$ cat src/rtl/fetch_unit.sv
// fetch_unit -- instruction fetch and memory-port owner for the 6502 core.
//
// Keeps the PC, reads a 3-byte window {byte[a+2], byte[a+1], byte[a]} from
// the unified byte memory, decodes the 6502 instruction length from the
// opcode and hands each instruction to decode over a valid/ready handshake.
// Single-byte stores from execute share the same memory port. Stores are
// only accepted while the fetcher is idle in S_ISSUE, and they take priority
// over a new fetch there.
//
// Optional build macro: FETCH_PREFETCH_EN
//   When defined, the next sequential read is issued while the current
//   instruction waits in S_VALID. On a handshake the fetcher goes straight
//   to S_RESP, so throughput becomes 1 instruction per 2 cycles.
//
// Parameters
//   MEM_ADDR_SIZE  byte address / PC width (mirrors the nes_cpu_pkg value)
//   RESET_PC       PC loaded on reset
//
// Ports
//   clk_i, rstn_i               clock, asynchronous active-low reset
//   mem_addr_o/we_o/data_o      memory request (read or byte write)
//   mem_data_i                  read word, valid one cycle after the address
//   redirect_valid_i/pc_i       load a new PC and flush (highest priority)
//   st_valid_i/addr_i/data_i    store request from execute
//   st_ready_o                  store accepted this cycle
//   instr_valid_o/ready_i       handshake with decode
//   instr_o/len_o/pc_o          raw bytes (opcode in [7:0]), length 1..3, opcode PC
//
// state   | meaning
// --------+-----------------------------------------------------------
// S_ISSUE | port idle: serve a store, or issue a read at pc
// S_RESP  | read data arrives this cycle; it is captured on the edge
// S_VALID | instruction presented to decode, waiting for instr_ready_i

module fetch_unit #(
    parameter int                       MEM_ADDR_SIZE = 16,
    parameter logic [MEM_ADDR_SIZE-1:0] RESET_PC      = '0
) (
    input  logic                     clk_i,
    input  logic                     rstn_i,
    output logic [MEM_ADDR_SIZE-1:0] mem_addr_o,
    output logic                     mem_we_o,
    output logic [7:0]               mem_data_o,
    input  logic [23:0]              mem_data_i,
    input  logic                     redirect_valid_i,
    input  logic [MEM_ADDR_SIZE-1:0] redirect_pc_i,
    input  logic                     st_valid_i,
    input  logic [MEM_ADDR_SIZE-1:0] st_addr_i,
    input  logic [7:0]               st_data_i,
    output logic                     st_ready_o,
    output logic                     instr_valid_o,
    input  logic                     instr_ready_i,
    output logic [23:0]              instr_o,
    output logic [1:0]               instr_len_o,
    output logic [MEM_ADDR_SIZE-1:0] instr_pc_o
);

    typedef enum logic [1:0] {
        S_ISSUE = 2'd0,
        S_RESP  = 2'd1,
        S_VALID = 2'd2
    } state_t;

    state_t                   state, state_nxt;
    logic [MEM_ADDR_SIZE-1:0] pc;
    logic [MEM_ADDR_SIZE-1:0] pc_seq;
    logic                     handshake;
    logic                     st_fire;

    function automatic logic [1:0] decode_len(input logic [7:0] op);
        logic [3:0] lo;
        lo = op[3:0];
        if (lo == 4'h8 || lo == 4'hA || op == 8'h00 || op == 8'h40 || op == 8'h60)
            return 2'd1;
        else if (lo >= 4'hC || (lo == 4'h9 && op[4]) || op == 8'h20)
            return 2'd3;
        else
            return 2'd2;
    endfunction

    // Address of the instruction following the one held in S_VALID; the
    // adder width gives the required modulo-2**MEM_ADDR_SIZE wrap.
    assign pc_seq    = pc + {{(MEM_ADDR_SIZE-2){1'b0}}, instr_len_o};
    assign handshake = (state == S_VALID) && instr_ready_i;
    // rstn_i is included so the port is quiet while reset is held.
    assign st_fire   = (state == S_ISSUE) && st_valid_i && !redirect_valid_i && rstn_i;

    always_ff @(posedge clk_i or negedge rstn_i) begin
        if (!rstn_i) state <= S_ISSUE;
        else         state <= state_nxt;
    end

    always_comb begin
        state_nxt = state;
        if (redirect_valid_i) begin
            state_nxt = S_ISSUE;
        end else begin
            case (state)
                S_ISSUE: state_nxt = st_valid_i ? S_ISSUE : S_RESP;
                S_RESP:  state_nxt = S_VALID;
                S_VALID: begin
`ifdef FETCH_PREFETCH_EN
                    if (instr_ready_i)   state_nxt = S_RESP;
                    else if (st_valid_i) state_nxt = S_ISSUE;
`else
                    if (instr_ready_i)   state_nxt = S_ISSUE;
`endif
                end
                default: state_nxt = S_ISSUE;
            endcase
        end
    end

    always_comb begin
        st_ready_o = (state == S_ISSUE) && !redirect_valid_i && rstn_i;
        mem_we_o   = st_fire;
        mem_data_o = st_fire ? st_data_i : 8'h00;
        mem_addr_o = st_fire ? st_addr_i : pc;
`ifdef FETCH_PREFETCH_EN
        if (state == S_VALID) mem_addr_o = pc_seq;
`endif
    end

    always_ff @(posedge clk_i or negedge rstn_i) begin
        if (!rstn_i) begin
            pc            <= RESET_PC;
            instr_valid_o <= 1'b0;
            instr_o       <= '0;
            instr_len_o   <= '0;
            instr_pc_o    <= '0;
        end else if (redirect_valid_i) begin
            // Also covers a handshake in the same cycle: the instruction is
            // consumed, but the PC follows the redirect target.
            pc            <= redirect_pc_i;
            instr_valid_o <= 1'b0;
        end else if (state == S_RESP) begin
            instr_o       <= mem_data_i;
            instr_pc_o    <= pc;
            instr_len_o   <= decode_len(mem_data_i[7:0]);
            instr_valid_o <= 1'b1;
        end else if (handshake) begin
            pc            <= pc_seq;
            instr_valid_o <= 1'b0;
`ifdef FETCH_PREFETCH_EN
        end else if (state == S_VALID && st_valid_i) begin
            // Decode is stalled and a store is waiting: drop the instruction
            // and refetch it from pc after the store, which may have changed it.
            instr_valid_o <= 1'b0;
`endif
        end
    end

endmodule
$ cat config.mk
export PLATFORM = sky130hd
export DESIGN_NAME = fetch_unit
export DESIGN_NICKNAME = d
export VERILOG_FILES = /design/src/rtl/fetch_unit.sv
export SDC_FILE = /design/constraint.sdc
export NUM_CORES = 1
export LEC_CHECK = 0
export ABC_AREA = 1
export BUFFER_PORTS_ARGS = -buffer_cell sky130_fd_sc_hd__buf_4
export CAP_MARGIN = 0
export CORE_MARGIN = 5
export CORE_UTILIZATION = 43
export CTS_CLUSTER_SIZE = 20
export DETAILED_ROUTE_END_ITERATION = 16
export HOLD_SLACK_MARGIN = 0.08
export PLACE_DENSITY_LB_ADDON = 0.05
export RECOVER_POWER = 50
export REMOVE_ABC_BUFFERS = 1
export SETUP_SLACK_MARGIN = 0.15
export SYNTH_ARGS = -nofsm -noshare
export SYNTH_HDL_FRONTEND = slang
export SYNTH_SLANG_ARGS = --single-unit
$ cat constraint.sdc
create_clock -name clk_i -period 1.7 [get_ports clk_i]
set_input_delay 0.51 -clock clk_i [delete_from_list [all_inputs] [get_ports clk_i]]
set_output_delay 0.51 -clock clk_i [all_outputs]
set_load 0.02 [all_outputs]
== Word level (Yosys, flattened, before mapping) ==
Index checks and enable logic that the tools add are counted.
Storage, ports and cells
  flip-flop bits (word level): 61
  bits of input ports: 69
  output and inout port bits: 69
  word-level logic and storage cells: 53
Operators by class
  $add $sub $neg: 1
  magnitude comparators: 1
  equal/unequal tests: 10
  mux-type cells: 14
  bitwise gates (word level): 1
  reduce and logical (&&, ||, !) cells: 20
Operators by type and width (number)
  two-way mux 16 bit: 4
  adder 16 x 2 -> 16 bit: 1
  equality test 8 x 7 -> 1 bit (second input constant): 2
  equality test 4 bit (second input constant): 3
  equality test 8 x 6 -> 1 bit (second input constant): 1
  logical NOT 8 bit: 1
  two-way mux 8 bit: 1
  logical AND 1 bit: 7
  logical OR 1 bit: 6
  two-way mux 2 bit: 3
  one-hot mux 2 bit (3 select lines): 1
  two-way mux 1 bit: 5
  greater-or-equal comparator 4 bit (second input constant): 1
  AND reduction 2 bit: 2
  inequality test 3 bit (second input constant): 1
  nonzero test 3 bit: 1
  equality test 2 x 1 -> 1 bit (second input constant): 1
  equality test 2 bit (second input constant): 1
  logical NOT 2 bit: 1
  inequality test 2 bit (second input constant): 1
  nonzero test 2 bit: 1
  logical NOT 1 bit: 1
  NOT 1 bit: 1

== Depth between registers and ports, before layout ==
Gate-level depths: netlist of run 1.
  depth in word-level cells: 6
  mapped depth: 10
  mapped depth without buffers: 10

== Worst setup path before layout of run 1 ==
OpenSTA, ideal clock, no wires.
  path kind: in2out
  from: in rstn_i
  to: out mem_addr_o[0]
  arrival time: 1342 ps
  required time: 1190 ps
  setup slack: -152 ps
  cell stages on the path: 6
  cell sequence: inv_1 nor2_8 nand2_8 clkinv_4 buf_6 o21ai_1
Between the ends
  cells in the longest elaborated chain, start to end: 2
RTL lines
  start: declaration: RTL line 40  | input logic rstn_i,
  logical AND 1 bit: RTL line 86  | assign st_fire = (state == S_ISSUE) && st_valid_i && !redirect_valid_i && rstn_i;
  two-way mux 16 bit: RTL line 118  | mem_addr_o = st_fire ? st_addr_i : pc;
  end: declaration: RTL line 41  | output logic [MEM_ADDR_SIZE-1:0] mem_addr_o,
Every way passes these cells.

== Final worst setup path of run 1 ==
  from: reg state[1]
  to: out mem_addr_o[1]
Between the ends
  cells in the longest elaborated chain, start to end: 5
RTL lines
  start: declaration: RTL line 64  | state_t state, state_nxt;
  start signal: assignment: RTL line 90  | else state <= state_nxt;
  logical NOT 2 bit: RTL line 86
  logical AND 1 bit (3 in series): RTL line 86
  two-way mux 16 bit: RTL line 118
Every way passes these cells.

==> results of run 1 <==
-- metal layers --
layer	global-route usage [%]	wire length, um	part of all wire, %	vias up
met1	25.8	4230	44	1556
met2	31.7	4500	47	105
met4	5.72	91	0.95	0
li1	-	-	-	1699
met5	0	0	0	-
met3	6.53	758	7.9	12
-- cell type report --
| cell class | count | area, um2 | area share (%) |
|---|---|---|---|
| timing repair buffer | 178 | 1450 | 28.5 |
| clock inverter | 6 | 41.3 | 0.810 |
| timing repair inverter | 1 | 8.76 | 0.172 |
| tap | 99 | 124 | 2.43 |
| multi-input combinational | 307 | 1640 | 32.3 |
| sequential | 61 | 1530 | 30.0 |
| clock buffer | 9 | 124 | 2.43 |
| inverter | 43 | 174 | 3.41 |
-- where the power goes --
| part | total [mW] | leakage, nW | internal, mW | switching (mW) |
|---|---|---|---|---|
| clock network | 1.12 | 0.0771 | 0.516 | 0.605 |
| logic | 2.44 | 1.84 | 1.10 | 1.34 |
| registers | 2.03 | 0.752 | 1.78 | 0.242 |
| total | 5.59 | 2.67 | 3.40 | 2.19 |
-- through the flow --
stage,utilization (%),cells,instance area [um2],hold slack (ns),setup slack [ns]
3_3_place_gp,62.0,676,4540,0.465,-0.340
5_1_grt,69.5,704,5100,0.344,-0.539
3_5_place_dp,62.0,676,4540,0.469,-0.363
2_1_floorplan,-,411,3160,0.214,-0.321
4_1_cts,67.7,699,4960,0.350,-0.455
6_report,69.5,704,5100,0.354,-0.473
-- worst paths after layout --
check	startpoint	to	slack, ns	depth (start not counted)
setup / recovery	state[1]	mem_addr_o[1]	-0.47	9
max in group asynchronous	rstn_i	pc[15]	0.71	2
setup reg to reg	instr_len_o[0]	pc[12]	0.02	11
min in group asynchronous	rstn_i	instr_o[0]	0.43	2
hold reg to reg	instr_o[18]	instr_o[18]	0.49	2
hold / removal	mem_data_i[18]	instr_o[18]	0.35	3
-- state kept, by name, indices dropped and copies added (netlist names) --
| register | flops |
|---|---|
| pc | 16 |
| instr_pc_o | 16 |
| state | 2 |
| instr_valid_o | 1 |
| instr_o | 24 |
| instr_len_o | 2 |
-- timing repair --
| action | in CTS | in global routing |
|---|---|---|
| resized for setup | 53 | 26 |
| gates cloned | 1 | 0 |
| buffers inserted | 7 | 5 |
| endpoints found under the setup margin | 36 | 41 |
| pin swaps | 15 | 17 |
-- synthesized netlist by cell type (2+ instances only) --
cell type,count
o21ai_0,14
nand2_1,145
nor3_1,2
o211ai_1,2
ha_1,2
inv_1,38
o21ai_2,13
nand4_1,4
inv_2,4
o21ai_1,30
a22oi_1,3
buf_6,2
nand3_1,20
dfrtp_1,61
nor2_1,45
buf_2,10
clkbuf_2,2
nand2_2,16
-- worst max-delay path: stages, from the launching register on --
cell and delay (ns):
dfrtp_1 0.43, nor2_4 0.14, nand2_4 0.08, nor2_8 0.12
nand2_8 0.09, clkinv_8 0.07, buf_12 0.13, nand2_1 0.05
o21ai_1 0.07, buf_4 0.15
-- kinds of logic (layout without fill, tap and decap cells) --
logic type                 count (synthesis)  in the layout  synth area share, %
DFF                                       61             61                 46.8
xor gates and xnor gates                   1              1                0.269
and+or+nand+nor                          237            237                 31.2
buffers and inverters                     59            237                 8.21
adders and majority gates                  3              3                 1.38
AOI/OAI and AO/OA                         66             66                 12.2
==> impl_metrics.toml, run 1 <==
[outcome]
status = "finished with violations"
violations = "setup timing"

[floorplan]
core_um2 = 7330
ios = 138
rows = 31
die_y_um = 97.1
dieArea_um2 = 9430
start_util_pct = 44.5
dieWidth_um = 97.1

[routing]
vias_per_cell = 4.79
dr.pass1.iters = 4
ant_nets = 0
finalWirelength_mm = 9.57
vias = 3372
post-route-drc-count = 0
drt_first_iter_violations = 145
wl_per_cell_um = 13.6

[critical_path]
worst_ep_arrival_time_ns = 1.66
critPathRequiredTime_ns = 1.19
cp-end-kind = "output port"
critPathLaunchType = "flip-flop"
path_max_fanout = 11
path_class = "flip-flop to output port"

[global_route]
grt_pass1_wl_mm = 15.7
grt_pass1_vias = 3448
overflow = 0
grt_max_degree = 62
antenna_found_initial = 0
grt_usage_pct = 19.9

[sta]
fin_crit_sh_pct = 128
skew_ns = 0.0139
fin_ws_ns = -0.473
relSlewSlack_pct = 42.7
setup_violations = 26
finalCriticalPeriod_ns = 2.17
maxSlewViolCount = 0
rsz0062_at_grt = "true"
finalHoldViolations = 0
worstMarginPinSlew_ns = 0.859
finalSetupTns_ns = -10.82
fmax_ghz = 0.460

[synth]
synth_area_um2 = 3260
synth_ff_type = "dfrtp_1"
synth-seq-cells = 61
ys_top_cells_by_area = "dfrtp_1, nand2_1, nor2_1"
synth_edf_count = 0
ys_seq_area_share_pct = 46.8
synth_top_area_cell = "dfrtp_1"
postSynthAreaPerCell_um2 = 7.64
synthCells = 427
yosys_warnings = 0
yosysUniqueCellTypes = 32
synth_top_area_share_pct = 46.8
synth-async-reset-ratio_pct = 100

[clock_tree]
ctsHoldBuffers = 0
cts_buffers = 9
clkLatencyLatePin_ns = 0.35
h-tree-depth = 3
cts_tree = "done"
cts.root.buffer_cell = "clkbuf_8"
clk_pin_slew_ns = 0.07
clockBufferDepth = 2
cts_sinks = 61

[final_layout]
fin_nets = 673
final_common_cell = "buf_4"
drive_gt1_share_pct = 43.5
synthToLayoutAreaGrowth_pct = 56.2
diodes = 0
fill_cells = 620
most-common-layout-cells = "buf_4, nand2_1, dfrtp_1"

[flow_run]
maxCapViolations = 0

[place]
dp_hpwl_mm = 6.73
io_buffers = 137
place.gp.congestion = 0.885

[power]
p_leak_nw = 2.67
total_power_mw = 5.59
ir_drop_mv = 0.579
powerDensity_nw_per_um2 = 1100

[min_path]
holdCritPathClass = "input port to flip-flop"
No activity file was read; power rests on OpenSTA's default activity.
==> inputs of run 2 (changes only) <==
- ABC_AREA: 1 -> not set
- RECOVER_POWER: 50 -> not set
==> impl_metrics.toml, run 2 <==
[synth]
synth-seq-cells = 61
synth_edf_count = 0
ys_seq_area_share_pct = 49.7
synth_top_area_cell = "dfrtp_1"
synth-async-reset-ratio_pct = 100
synth_top_area_share_pct = 49.7
ys_top_cells_by_area = "dfrtp_1, mux2_1, mux2_2"
synth.top_cells.by_count = "dfrtp_1, mux2_1, nand2_1"
synth_ff_type = "dfrtp_1"
postSynthAreaPerCell_um2 = 11.9
yosys_warnings = 0
synth.most_common_cell = "dfrtp_1"
yosysUniqueCellTypes = 44
synth_area_um2 = 3070
synthCells = 258

[power]
p_sw_share_pct = 31.3
switchingPower_mw = 1.80
pwr-share-seq_pct = 35.0
p_int_mw = 3.94
powerDensity_nw_per_um2 = 1070
combPwrFrac_pct = 39.6
ir_drop_mv = 0.691
clkPwrFrac_pct = 25.4
p_leak_nw = 2.62

[sta]
finalSetupTns_ns = -16.60
fin_ws_ns = -0.635
relSlewSlack_pct = 48.2
skew_ns = 0.00921
worstMarginPinSlew_ns = 0.777
setup_violations = 66
maxSlewViolCount = 0
finalHoldViolations = 0
fmax_ghz = 0.428
finalCriticalPeriod_ns = 2.34
rsz0062_at_grt = "true"
fin_crit_sh_pct = 137

[place]
place.gp.congestion = 0.725
place_ws_ns = -0.585
io_buffers = 137
place_area_um2 = 4360
dp_hpwl_mm = 5.96

[routing]
post-route-drc-count = 0
drt_first_iter_violations = 55
ant_nets = 0
vias = 2753
vias_per_cell = 5.04
finalWirelength_mm = 9.47
dr.pass1.iters = 4
wl_per_cell_um = 17.3

[final_layout]
multi_input_area_um2 = 1750
synthToLayoutAreaGrowth_pct = 75.3
reg_top3 = "instr_o: 24 flops, instr_pc_o: 16 flops, pc: 16 flops"
fin_nets = 517
most-common-layout-cells = "buf_4, dfrtp_1, mux2_4"
final_cell_area_um2 = 5380
top_register = "instr_o"
fill_cells = 457
diodes = 0
largest_reg_flops = 24
final_common_cell = "buf_4"
drive_gt1_share_pct = 64.0
ff_latch_area_um2 = 1530

[global_route]
grt_max_degree = 62
grt_usage_pct = 20.3
grt_pass1_wl_mm = 13.9
grt_pass1_vias = 2814
antenna_found_initial = 0
overflow = 0

[floorplan]
dieArea_um2 = 8930
rows = 30
dieWidth_um = 94.5
die_y_um = 94.5
ios = 138
start_util_pct = 44.7
core_um2 = 6870

[clock_tree]
ctsHoldBuffers = 0
cts_tree = "done"
clkLatencyLatePin_ns = 0.34
cts_sinks = 61
clockBufferDepth = 2
cts.root.buffer_cell = "clkbuf_8"
cts_buffers = 9
h-tree-depth = 3
clk_pin_slew_ns = 0.06

[critical_path]
cp-end-kind = "output port"
cp_common_cell = "buf_4"
path_max_fanout = 4
critPathLaunchType = "flip-flop"
crit_chain = "nor3_2, and3_4, buf_4, mux2_2, buf_4"
critPathRequiredTime_ns = 1.19
slowest_stage = "dfrtp_1"
path_class = "flip-flop to output port"
worst_ep_arrival_time_ns = 1.83
slowest_delay_ns = 0.41

[outcome]
status = "finished with violations"
violations = "setup timing"

[min_path]
holdCritPathClass = "input port to flip-flop"

[flow_run]
maxCapViolations = 0
run 2: cell types whose count changed after synthesis, moves of 5 or more:
cell / change
and2_1: +9
buf_2: -7
inv_1: -30
mux2_1: +35
mux2_2: +17
nand2_1: -124
nand2_2: -16
nand3_1: -14
nor2_1: -36
nor3_1: +5
o21ai_1: -23
o21ai_2: -13
xnor2_1: +9
run 2: worst paths after layout:
check,cells past startpoint,end,start,slack (ns)
worst max-delay path,5,mem_addr_o[0],state[1],-0.64
worst min-delay path,2,state[0],st_valid_i,0.35
worst max register to register,8,pc[10],instr_len_o[0],-0.21
worst min register to register,1,instr_o[11],instr_o[11],0.51
max in group asynchronous,3,pc[2],rstn_i,0.68
min in group asynchronous,3,pc[1],rstn_i,0.47
run 2: cell type report:
cell class / instances / area share, %
well taps: 96 / 2.23
flip-flops and latches: 61 / 28.4
clock buffers: 12 / 2.88
clock inverters: 4 / 1.30
repair buffers: 190 / 32.1
multi-input cells: 174 / 32.4
inverters: 9 / 0.628
run 2: worst max-delay path, delay by kind of cell, from the launching register on:
family                 cells  cell delay, ns
AND/OR/NAND/NOR            2            0.45
flip-flops                 1            0.41
multiplexers               1            0.33
buffers and inverters      2            0.31
run 2: layer usage:
metal,vias to the layer above,global-route usage [%],wire length [um]
met3,16,4.14,509
met4,0,8.17,204
li1,1284,-,-
met2,95,34.0,4720
met5,-,0,0
met1,1358,25.8,4040
run 2: power groups by stage:
stage          registers (mW)  clock network (mW)  logic [mW]
2_1_floorplan            2.33                   0       0.484
3_3_place_gp             1.98                   0        1.73
3_5_place_dp             2.00                   0        1.76
4_1_cts                  1.98                1.49        1.99
5_1_grt                  2.05                1.55        2.41
6_report                 2.01                1.46        2.27
run 2: cell families (layout without fill, tap and decap cells):
logic type	count (synthesis)	count (layout)	share of synthesized area (%)
compound gates	33	33	6.36
xor+xnor	9	9	2.57
fa+ha+maj	3	3	1.47
buf+inv	23	215	4.52
flops	61	61	49.7
mux	55	55	20.0
simple gates	74	74	15.3
run 2: what timing repair did:
action / 4_1_cts / 5_1_grt
buffers inserted: 8 / 12
resized for setup: 64 / 56
gates cloned: 4 / 3
endpoints found under the setup margin: 50 / 83
pin swaps: 16 / 15
run 2: through the flow:
step	hold WS, ns	std cells	total power, mW	util [%]
after floorplan	0.214	244	2.82	-
after global placement	0.469	503	3.71	63.5
after detailed placement	0.476	503	3.76	63.5
after CTS	0.332	531	5.45	73.0
after global routing	0.334	546	6.01	78.3
final	0.348	546	5.74	78.3
